$ cat config.mk
export PLATFORM = sky130hd
export DESIGN_NAME = decoder_pipe
export DESIGN_NICKNAME = d
export VERILOG_FILES = /design/src/rtl/decoder_pipe.sv
export SDC_FILE = /design/constraint.sdc
export NUM_CORES = 1
export LEC_CHECK = 0
export ABC_AREA = 1
export CORE_UTILIZATION = 30
export DETAILED_ROUTE_END_ITERATION = 10
export PLACE_DENSITY = 0.63
export SLEW_MARGIN = 20
export SYNTH_ARGS = -nofsm -noshare
export SYNTH_HDL_FRONTEND = slang
export SYNTH_SLANG_ARGS = --single-unit
$ cat constraint.sdc
create_clock -name clk -period 3.1 [get_ports clk]
set_input_delay 0.62 -clock clk [delete_from_list [all_inputs] [get_ports clk]]
set_output_delay 0.62 -clock clk [all_outputs]
set_load 0.005 [all_outputs]
$ cat src/rtl/decoder_pipe.sv
// Instruction decoder feeding a small FIFO of decoded ALU operations.
// The head entry is shown combinationally; the last popped entry is held while the queue is empty.
`ifndef INSTRUCTION_NOP
`define INSTRUCTION_NOP 16'h0000
`define INSTRUCTION_AND 16'h0001
`define INSTRUCTION_OR  16'h0002
`define INSTRUCTION_XOR 16'h0003
`define INSTRUCTION_ADD 16'h0004
`define INSTRUCTION_SUB 16'h0005
`define INSTRUCTION_NEG 16'h0006
`endif

`ifndef OPSEL_NONE
`define OPSEL_NONE 3'd0
`define OPSEL_AND  3'd1
`define OPSEL_OR   3'd2
`define OPSEL_XOR  3'd3
`define OPSEL_ADD  3'd4
`define OPSEL_SUB  3'd5
`define OPSEL_NEG  3'd6
`endif

module decoder_pipe #(
  parameter int DATA_W   = 32,
  parameter int SIGN_EXT = 0,
  parameter int DEPTH    = 2,
  parameter int DROP_NOP = 1,
  parameter int CNT_W    = 16
) (
  input  logic              clk,
  input  logic              rst_n,
  input  logic              in_valid,
  output logic              in_ready,
  input  logic [31:0]       instruction,
  output logic              out_valid,
  input  logic              out_ready,
  output logic [DATA_W-1:0] op1,
  output logic [DATA_W-1:0] op2,
  output logic [2:0]        opsel,
  output logic              illegal,
  output logic [CNT_W-1:0]  decoded_cnt
);

  localparam int AW = (DEPTH > 1) ? $clog2(DEPTH) : 1;
  localparam int OW = $clog2(DEPTH + 1);
  localparam int EW = 2 * DATA_W + 4;

  logic [15:0]       opcode;
  logic [7:0]        a_field;
  logic [7:0]        b_field;
  logic [DATA_W-1:0] ext_a;
  logic [DATA_W-1:0] ext_b;

  assign opcode  = instruction[31:16];
  assign a_field = instruction[15:8];
  assign b_field = instruction[7:0];

  genvar gi;
  generate
    for (gi = 0; gi < DATA_W; gi++) begin : g_ext
      if (gi < 8) begin : g_low
        assign ext_a[gi] = a_field[gi];
        assign ext_b[gi] = b_field[gi];
      end else if (SIGN_EXT != 0) begin : g_sign
        assign ext_a[gi] = a_field[7];
        assign ext_b[gi] = b_field[7];
      end else begin : g_zero
        assign ext_a[gi] = 1'b0;
        assign ext_b[gi] = 1'b0;
      end
    end
  endgenerate

  logic [DATA_W-1:0] dec_op1;
  logic [DATA_W-1:0] dec_op2;
  logic [2:0]        dec_opsel;
  logic              dec_illegal;
  logic              dec_nop;

  always_comb begin
    dec_op1     = '0;
    dec_op2     = '0;
    dec_opsel   = `OPSEL_NONE;
    dec_illegal = 1'b0;
    dec_nop     = 1'b0;
    case (opcode)
      `INSTRUCTION_AND: begin dec_op1 = ext_a; dec_op2 = ext_b; dec_opsel = `OPSEL_AND; end
      `INSTRUCTION_OR:  begin dec_op1 = ext_a; dec_op2 = ext_b; dec_opsel = `OPSEL_OR;  end
      `INSTRUCTION_XOR: begin dec_op1 = ext_a; dec_op2 = ext_b; dec_opsel = `OPSEL_XOR; end
      `INSTRUCTION_ADD: begin dec_op1 = ext_a; dec_op2 = ext_b; dec_opsel = `OPSEL_ADD; end
      `INSTRUCTION_SUB: begin dec_op1 = ext_a; dec_op2 = ext_b; dec_opsel = `OPSEL_SUB; end
      `INSTRUCTION_NEG: begin dec_op1 = ext_a; dec_opsel = `OPSEL_NEG; end
      `INSTRUCTION_NOP: dec_nop = 1'b1;
      default:          dec_illegal = 1'b1;
    endcase
  end

  logic [EW-1:0]    mem [DEPTH];
  logic [AW-1:0]    wr_ptr_reg;
  logic [AW-1:0]    rd_ptr_reg;
  logic [OW-1:0]    count_reg;
  logic             ready_en_reg;
  logic [EW-1:0]    hold_reg;
  logic [CNT_W-1:0] cnt_reg;
  logic             full;
  logic             push;
  logic             pop;
  logic [EW-1:0]    entry;
  logic [EW-1:0]    head;
  logic [EW-1:0]    view;

  assign full      = (count_reg == OW'(DEPTH));
  assign in_ready  = ready_en_reg & ~full;
  assign out_valid = (count_reg != '0);
  // A dropped NOP still completes the input handshake; it just never enters the queue.
  assign push      = in_valid & in_ready & ~(dec_nop & (DROP_NOP != 0));
  assign pop       = out_valid & out_ready;
  assign entry     = {dec_illegal, dec_opsel, dec_op2, dec_op1};
  assign head      = mem[rd_ptr_reg];

  always_ff @(posedge clk) begin
    if (push) mem[wr_ptr_reg] <= entry;
  end

  always_ff @(posedge clk or negedge rst_n) begin
    if (!rst_n) begin
      wr_ptr_reg   <= '0;
      rd_ptr_reg   <= '0;
      count_reg    <= '0;
      ready_en_reg <= 1'b0;
      hold_reg     <= '0;
      cnt_reg      <= '0;
    end else begin
      ready_en_reg <= 1'b1;
      if (push) wr_ptr_reg <= wr_ptr_reg + AW'(1);
      if (pop) begin
        rd_ptr_reg <= rd_ptr_reg + AW'(1);
        hold_reg   <= head;
        cnt_reg    <= cnt_reg + CNT_W'(1);
      end
      case ({push, pop})
        2'b10:   count_reg <= count_reg + OW'(1);
        2'b01:   count_reg <= count_reg - OW'(1);
        default: count_reg <= count_reg;
      endcase
    end
  end

  // Memory is only looked at while occupied, so stale or unwritten slots never reach the outputs.
  assign view        = out_valid ? head : hold_reg;
  assign op1         = view[DATA_W-1:0];
  assign op2         = view[2*DATA_W-1:DATA_W];
  assign opsel       = view[2*DATA_W+2:2*DATA_W];
  assign illegal     = view[EW-1];
  assign decoded_cnt = cnt_reg;

endmodule

==> results by group, run 1 <==
Global routing
  – Vias in the first global route: around 3000
  – Largest net degree at the start of global routing: 43
  – First-pass GRT wire length: roughly 14 mm
  – Initial antenna violation count: 0
  – Total track usage: 12.0%
  – Global route total overflow: 0

Synth
  – Largest family of logic cells by synthesized area: simple AND/OR/NAND/NOR gates
  – Synth cell count leaders: nand2_1 (143), inv_1 (54), buf_4 (51)
  – Synth Area in Adders: 0.590%
  – Post-synth ARST share: 50.6%
  – Area fraction in compound gates after synthesis: 5.70%
  – Cell Area, Synth: between 4000 and 5000 µm²
  – Post-synth top area share: ~28%
  – Synth top area cells: edfxtp_1 (28%), dfrtp_1 (24%), nand2_1 (13%), buf_4 (9.0%), o21ai_0 (5.2%)
  – Top FF cell, synth: dfrtp_1
  – Syn_area_per_cell: 8.83 µm²
  – Most numerous cell in the Yosys netlist: nand2_1
  – Distinct cell type count after synthesis: 27
  – XOR/XNOR share of the synthesized area: 3.31%
  – Leading area contributor after synthesis: edfxtp_1
  – Multiplexer share of the synthesized area: 0%
  – Post-synth EDFFs: 40
  – YS warnings: 0
  – Post-synthesis sequential area ratio: 52.6%
  – #FFs+latches synth: 81
  – Cell count after synthesis: 480
  – Post-Synth Simple-Gate Area: 22.5%

Cells and area
  – N_diodes: 0
  – P&R area growth vs syn: 24.7%
  – Final-layout fill cell count: 1396
  – Fin util: 38.2%
  – Final net count: 593
  – Ratio of cells with drive above 1 in the final layout: under 10%
  – Max reg flops: 40

Pwr
  – Gate power share: 36.4%
  – P_sw: 1.34 mW
  – Worst VDD drop: 349 µV
  – P_int: between 2 and 3 mW
  – Leakage: 2.43 nW
  – Pwr/cell area: 759 nW/µm²
  – Clock power share: between 20% and 30%
  – Sequential share of power: 36.9%
  – Switching power share of the total: 33.3%

Drt
  – Drt wl/cell: 10.9 µm
  – Drt pass-1 iters: 6
  – DR vias/cell: 4.10
  – DR DRC count: 0
  – Total vias in the final route: between 3000 and 4000
  – Drt first-iter violations: between 100 and 150
  – Routed Antenna Nets: 0
  – Post-Route WL: 8.04 mm

Clocking
  – Post-CTS setup buffer count: 0
  – # clock sinks: approximately 80
  – Clock Latency Late Sink: approximately 0.33 ns
  – CTS Hold Bufs: 0
  – Max clock buf depth: 2
  – Htree depth: 3
  – CTS Buf Count: 9
  – CTS tree: yes
  – Clock transition at path regs: 0.06 ns
  – CTS Root Cell: clkbuf_16
  – Post-cts sizing count: 0

Worst hold path
  – Min-delay worst type: in -> async

STA
  – Final Setup Violations: 0
  – Fmax achieved: 348 MHz
  – Fin. Hold Viols: 0
  – Max Slew Vio Count: 0
  – Worst-Margin Slew: 0.953 ns
  – RSZ-0062 raised after global routing: no
  – Clock period minus worst slack: 2.88 ns
  – Final Skew: ~0.01 ns
  – Fin Setup TNS: 0 ns
  – Relative slew slack: between 30% and 40%
  – Final period utilization: 92.8%

Floorplanning
  – Starting Density: a little under a third
  – Die X: around 120 µm
  – Core box area: 13800 µm²
  – DIE AREA: 14600 µm²
  – Die Y: around 120 µm
  – I/O pins: about 120
  – Rows: 43

Worst setup path
  – Setup crit start kind: register
  – WP data required: approximately 2.5 ns
  – Crit Path Max Fanout: 42
  – CP Class: reg -> out
  – Arr. time, crit path: 2.26 ns
  – CP endpoint kind: output pin

Outcome
  – Status: finished, final reports clean

Placement
  – Routability congestion estimate: 0.806
  – HPWL Detailed: 5.94 mm
  – Port Buffers: 73

Job
  – Max-Cap Viols: 0
cells in the final DEF, fill, tap and decap left out, drive strengths merged:
master,count
nor2,46
clkinv,1
clkbuf,10
xnor2,7
bufinv,1
a21oi,1
edfxtp,40
nand3,11
o2111ai,1
o21ai,44
nand4,3
nand3b,1
nor3,1
inv,59
dfrtp,41
xor2,9
conb,49
nand2,153
ha,2
clkdlybuf4s50,72
a21boi,1
clkinvlp,1
buf,6
cell families after synthesis:
logic type / Yosys count
simple gates: 215
buf+inv: 117
flops: 81
compound gates: 47
xor+xnor: 16
fa+ha+maj: 2
other cells: 2
worst max-delay path: stages (launching register included):
cell and delay (ns):
dfrtp_1 0.43, inv_2 0.09, nand2_2 0.37, o21ai_0 0.47, clkdlybuf4s50_1 0.57
metrics by stage:
stage / hold WS (ns) / total power, mW / area, µm² / instances / setup WS [ns]
finish: 0.433 / 4.01 / 5290 / 740 / 0.223
global route: 0.513 / 4.30 / 5290 / 740 / 0.0299
CTS: 0.472 / 4.07 / 5290 / 740 / 0.215
detailed placement: 0.479 / 2.98 / 4980 / 724 / 0.566
global placement: 0.457 / 2.94 / 4980 / 724 / 0.579
floorplan: 0.324 / 2.31 / 4410 / 527 / 0.799
per-layer routing:
layer	wire length, µm	vias to the layer above	GRT usage (%)
met5	0	-	0
met4	160	0	4.78
met3	339	13	2.68
met2	3970	95	20.8
met1	3570	1371	14.4
li1	-	1553	-
path summary, 6_finish.rpt:
kind                              startpoint             end  depth (start not counted)  slack [ns]
max in group asynchronous              rst_n    hold_reg[64]                          1        2.06
worst min register to register    wr_ptr_reg      wr_ptr_reg                          2        0.49
min in group clk                  wr_ptr_reg      wr_ptr_reg                          2        0.49
worst max-delay path            count_reg[0]        opsel[0]                          4        0.22
worst min-delay path                   rst_n  decoded_cnt[3]                          1        0.43
worst max register to register  count_reg[0]    count_reg[1]                          7        1.29
power by group through the flow:
stage / registers [mW] / clock network, mW / logic (mW)
after floorplan: 1.48 / 0 / 0.824
after detailed placement: 1.50 / 0 / 1.48
after CTS: 1.48 / 1.11 / 1.48
after global placement: 1.49 / 0 / 1.45
final: 1.48 / 1.07 / 1.46
after global routing: 1.51 / 1.15 / 1.65
area by class of cell:
type / instances / area (µm²) / area share (%)
Clock inverter: 6 / 75.1 / 1.42
Inverter: 56 / 210 / 3.98
Tap cell: 180 / 225 / 4.26
Clock buffer: 10 / 229 / 4.33
Timing Repair Buffer: 78 / 776 / 14.7
Multi-Input combinational cell: 329 / 1540 / 29.2
Sequential cell: 81 / 2230 / 42.1
Note: power is estimated with default switching activity, not from simulation.
==> inputs of run 2 (changes only) <==
==> constraint.sdc (replaced) <==
create_clock -name clk -period 2.85 [get_ports clk]
set_input_delay 0.57 -clock clk [delete_from_list [all_inputs] [get_ports clk]]
set_output_delay 0.57 -clock clk [all_outputs]
set_load 0.005 [all_outputs]
==> run 2 against run 1 <==
Against the previous run:
- combinational power is 12% higher
- critical path type unchanged
- setup slack worse by 0.046 ns
- via count is 1.1% higher
- sequential power is 9% higher
- global-route usage is 0.091 points higher
- critical path depth is 1 higher
- clock skew is 0.0032 ns lower
- sequential share of layout area hardly changed
- final cell count is 0.41% higher
==> results by group, run 2 (synthesis results as in run 1) <==
Outcome
  – Status: finished, final reports clean (unchanged)

STA
  – Fin Setup TNS: 0 ns (unchanged)
  – Final period utilization: 93.8%
  – Final Setup Violations: 0 (unchanged)
  – Max Slew Vio Count: 0 (unchanged)
  – Final Skew: 0.00654 ns (was 0.00973 ns)
  – Clock period minus worst slack: 2.67 ns
  – Worst-Margin Slew: 0.949 ns (was 0.953 ns)
  – RSZ-0062 raised after global routing: no (unchanged)
  – Fin. Hold Viols: 0 (unchanged)
  – Relative slew slack: 36.7% (was 36.5%)
  – Fmax achieved: 374 MHz

Cells and area
  – N_diodes: 0 (unchanged)
  – Max reg flops: 40 (unchanged)
  – Commonest non-fill, non-tap cell in the layout: nand2_1 (unchanged)
  – Ratio of cells with drive above 1 in the final layout: 10.1% (was 9.46%)
  – Final Non-Filler Cells: 743 (was 740)
  – P&R area growth vs syn: 24.7% (about the same)
  – Commonest cells after routing, fill and taps aside: nand2_1 (143), clkdlybuf4s50_1 (72), inv_1 (54) (unchanged)
  – Final net count: 596 (was 593)

Clocking
  – CTS tree: yes (unchanged)
  – Clock transition at path regs: 0.06 ns (about the same)
  – Max clock buf depth: 2 (unchanged)
  – Clock Latency Late Sink: 0.33 ns (about the same)
  – Post-CTS setup buffer count: 0 (unchanged)
  – Htree depth: 3 (unchanged)
  – # clock sinks: 81 (unchanged)
  – CTS Root Cell: clkbuf_16 (unchanged)
  – CTS Hold Bufs: 0 (unchanged)
  – CTS Buf Count: 9 (unchanged)

Worst setup path
  – Top cell family by delay on the critical path: buffers and inverters (unchanged)
  – WP data required: 2.28 ns (was 2.48 ns)
  – Crit Path Max Fanout: 26 (was 42)
  – CP endpoint kind: output pin (unchanged)
  – Setup crit start kind: register (unchanged)
  – CP Class: reg -> out (unchanged)
  – Crit-path max cell delay: 0.57 ns (about the same)
  – Crit. Startpoint: count_reg[0] (unchanged)
  – Arr. time, crit path: 2.10 ns (was 2.26 ns)
  – Crit path buf inv count: 3 (was 2)
  – Crit-path cells: inv_2 -> nand2_4 -> buf_4 -> o21ai_0 -> clkdlybuf4s50_1 (was inv_2 -> nand2_2 -> o21ai_0 -> clkdlybuf4s50_1)
  – Reg2reg setup slack: 0.91 ns (was 1.29 ns)
  – R2R Path Start: count_reg[0] (unchanged)
  – Slowest-stage cell, CP: clkdlybuf4s50_1 (unchanged)

Floorplanning
  – Die Y: 121 µm (unchanged)
  – Die X: 121 µm (unchanged)
  – DIE AREA: 14600 µm² (unchanged)
  – Core box area: 13800 µm² (unchanged)
  – Starting Density: 30.6% (unchanged)
  – Rows: 43 (unchanged)
  – I/O pins: 122 (unchanged)

Job
  – Max-Cap Viols: 0 (unchanged)

Global routing
  – Global route total overflow: 0 (unchanged)
  – First-pass GRT wire length: 13.6 mm (was 13.7 mm)
  – Vias in the first global route: 2957 (was 2993)
  – Largest net degree at the start of global routing: 42 (was 43)
  – Initial antenna violation count: 0 (unchanged)
  – Total track usage: 12.1% (was 12.0%)

Placement
  – Port Buffers: 73 (unchanged)
  – Placed cell count: 727 (was 724)
  – Routability congestion estimate: 0.821 (was 0.806)
  – HPWL Detailed: 6.17 mm (was 5.94 mm)

Drt
  – Drt wl/cell: 11.0 µm (was 10.9 µm)
  – DR DRC count: 0 (unchanged)
  – Drt pass-1 iters: 6 (unchanged)
  – Post-Route WL: 8.19 mm (was 8.04 mm)
  – Drt first-iter violations: 148 (was 140)
  – DR vias/cell: 4.12 (was 4.10)
  – Routed Antenna Nets: 0 (unchanged)
  – Total vias in the final route: 3064 (was 3032)

Pwr
  – Overall Power: 4.34 mW (was 4.01 mW)
  – Switching power share of the total: 34.2% (was 33.3%)
  – Worst VDD drop: 352 µV (was 349 µV)
  – Gate power share: 37.6% (was 36.4%)
  – Leakage: 2.44 nW (was 2.43 nW)
  – Clock power share: 25.3% (was 26.8%)
  – Sequential share of power: 37.1% (was 36.9%)
  – P_sw: 1.49 mW (was 1.34 mW)
  – P_int: 2.85 mW (was 2.68 mW)
  – Pwr/cell area: 821 nW/µm² (was 759 nW/µm²)

Worst hold path
  – Min-delay worst type: in -> async (unchanged)
-- run 2: cell count changes in the layout (fill, tap and decap cells not counted), sizes merged --
cell / before / now
buf: 6 / 9
bufinv: 1 / 0
clkbuf: 10 / 9
clkinv: 1 / 3
clkinvlp: 1 / 0
inv: 59 / 60
-- run 2: per-stage QoR --
step / hold slack, ns / cell area (µm²) / setup WS, ns / util, %
2_1_floorplan: 0.274 / 4410 / 0.599 / -
3_3_place_gp: 0.457 / 4990 / 0.411 / 36.1
3_5_place_dp: 0.469 / 4990 / 0.366 / 36.1
4_1_cts: 0.428 / 5280 / 0.0193 / 38.2
5_1_grt: 0.471 / 5290 / 0.162 / 38.2
6_report: 0.394 / 5290 / 0.177 / 38.2
-- run 2: final cells by class --
type                       count  area (µm²)
clock buffer                   9         225
clock inverter                 7        62.6
fill                        1366        8540
inverter                      56         210
multi-input combinational    329        1550
sequential                    81        2230
tap                          180         225
timing repair buffer          81         786
-- run 2: what timing repair did --
action                                 in CTS  in global routing
gates resized for setup                     0                  1
setup endpoints to repair                   0                  1
endpoints found under the hold margin       0                  0
-- run 2: per-layer routing --
| metal | global-route usage [%] | up-vias | wire length (µm) |
|---|---|---|---|
| li1 | - | 1554 | - |
| met1 | 14.5 | 1393 | 3560 |
| met2 | 20.8 | 103 | 4070 |
| met3 | 3.05 | 14 | 384 |
| met4 | 4.71 | 0 | 180 |
| met5 | 0 | - | 0 |
-- run 2: worst paths after layout --
path | cells past startpoint | to
max reg2reg | 7 | count_reg[1]
min in group clk | 1 | decoded_cnt[9]
max in group asynchronous | 1 | hold_reg[6]
min reg2reg | 1 | decoded_cnt[9]
min | 1 | hold_reg[38]
max | 5 | op2[3]
-- run 2: power groups by stage --
stage	Sequential, mW	Clock (mW)	Combinational [mW]
after floorplan	1.61	0	0.896
after global placement	1.62	0	1.60
after detailed placement	1.63	0	1.63
after CTS	1.61	1.12	1.65
after global routing	1.64	1.18	1.82
final	1.61	1.10	1.63
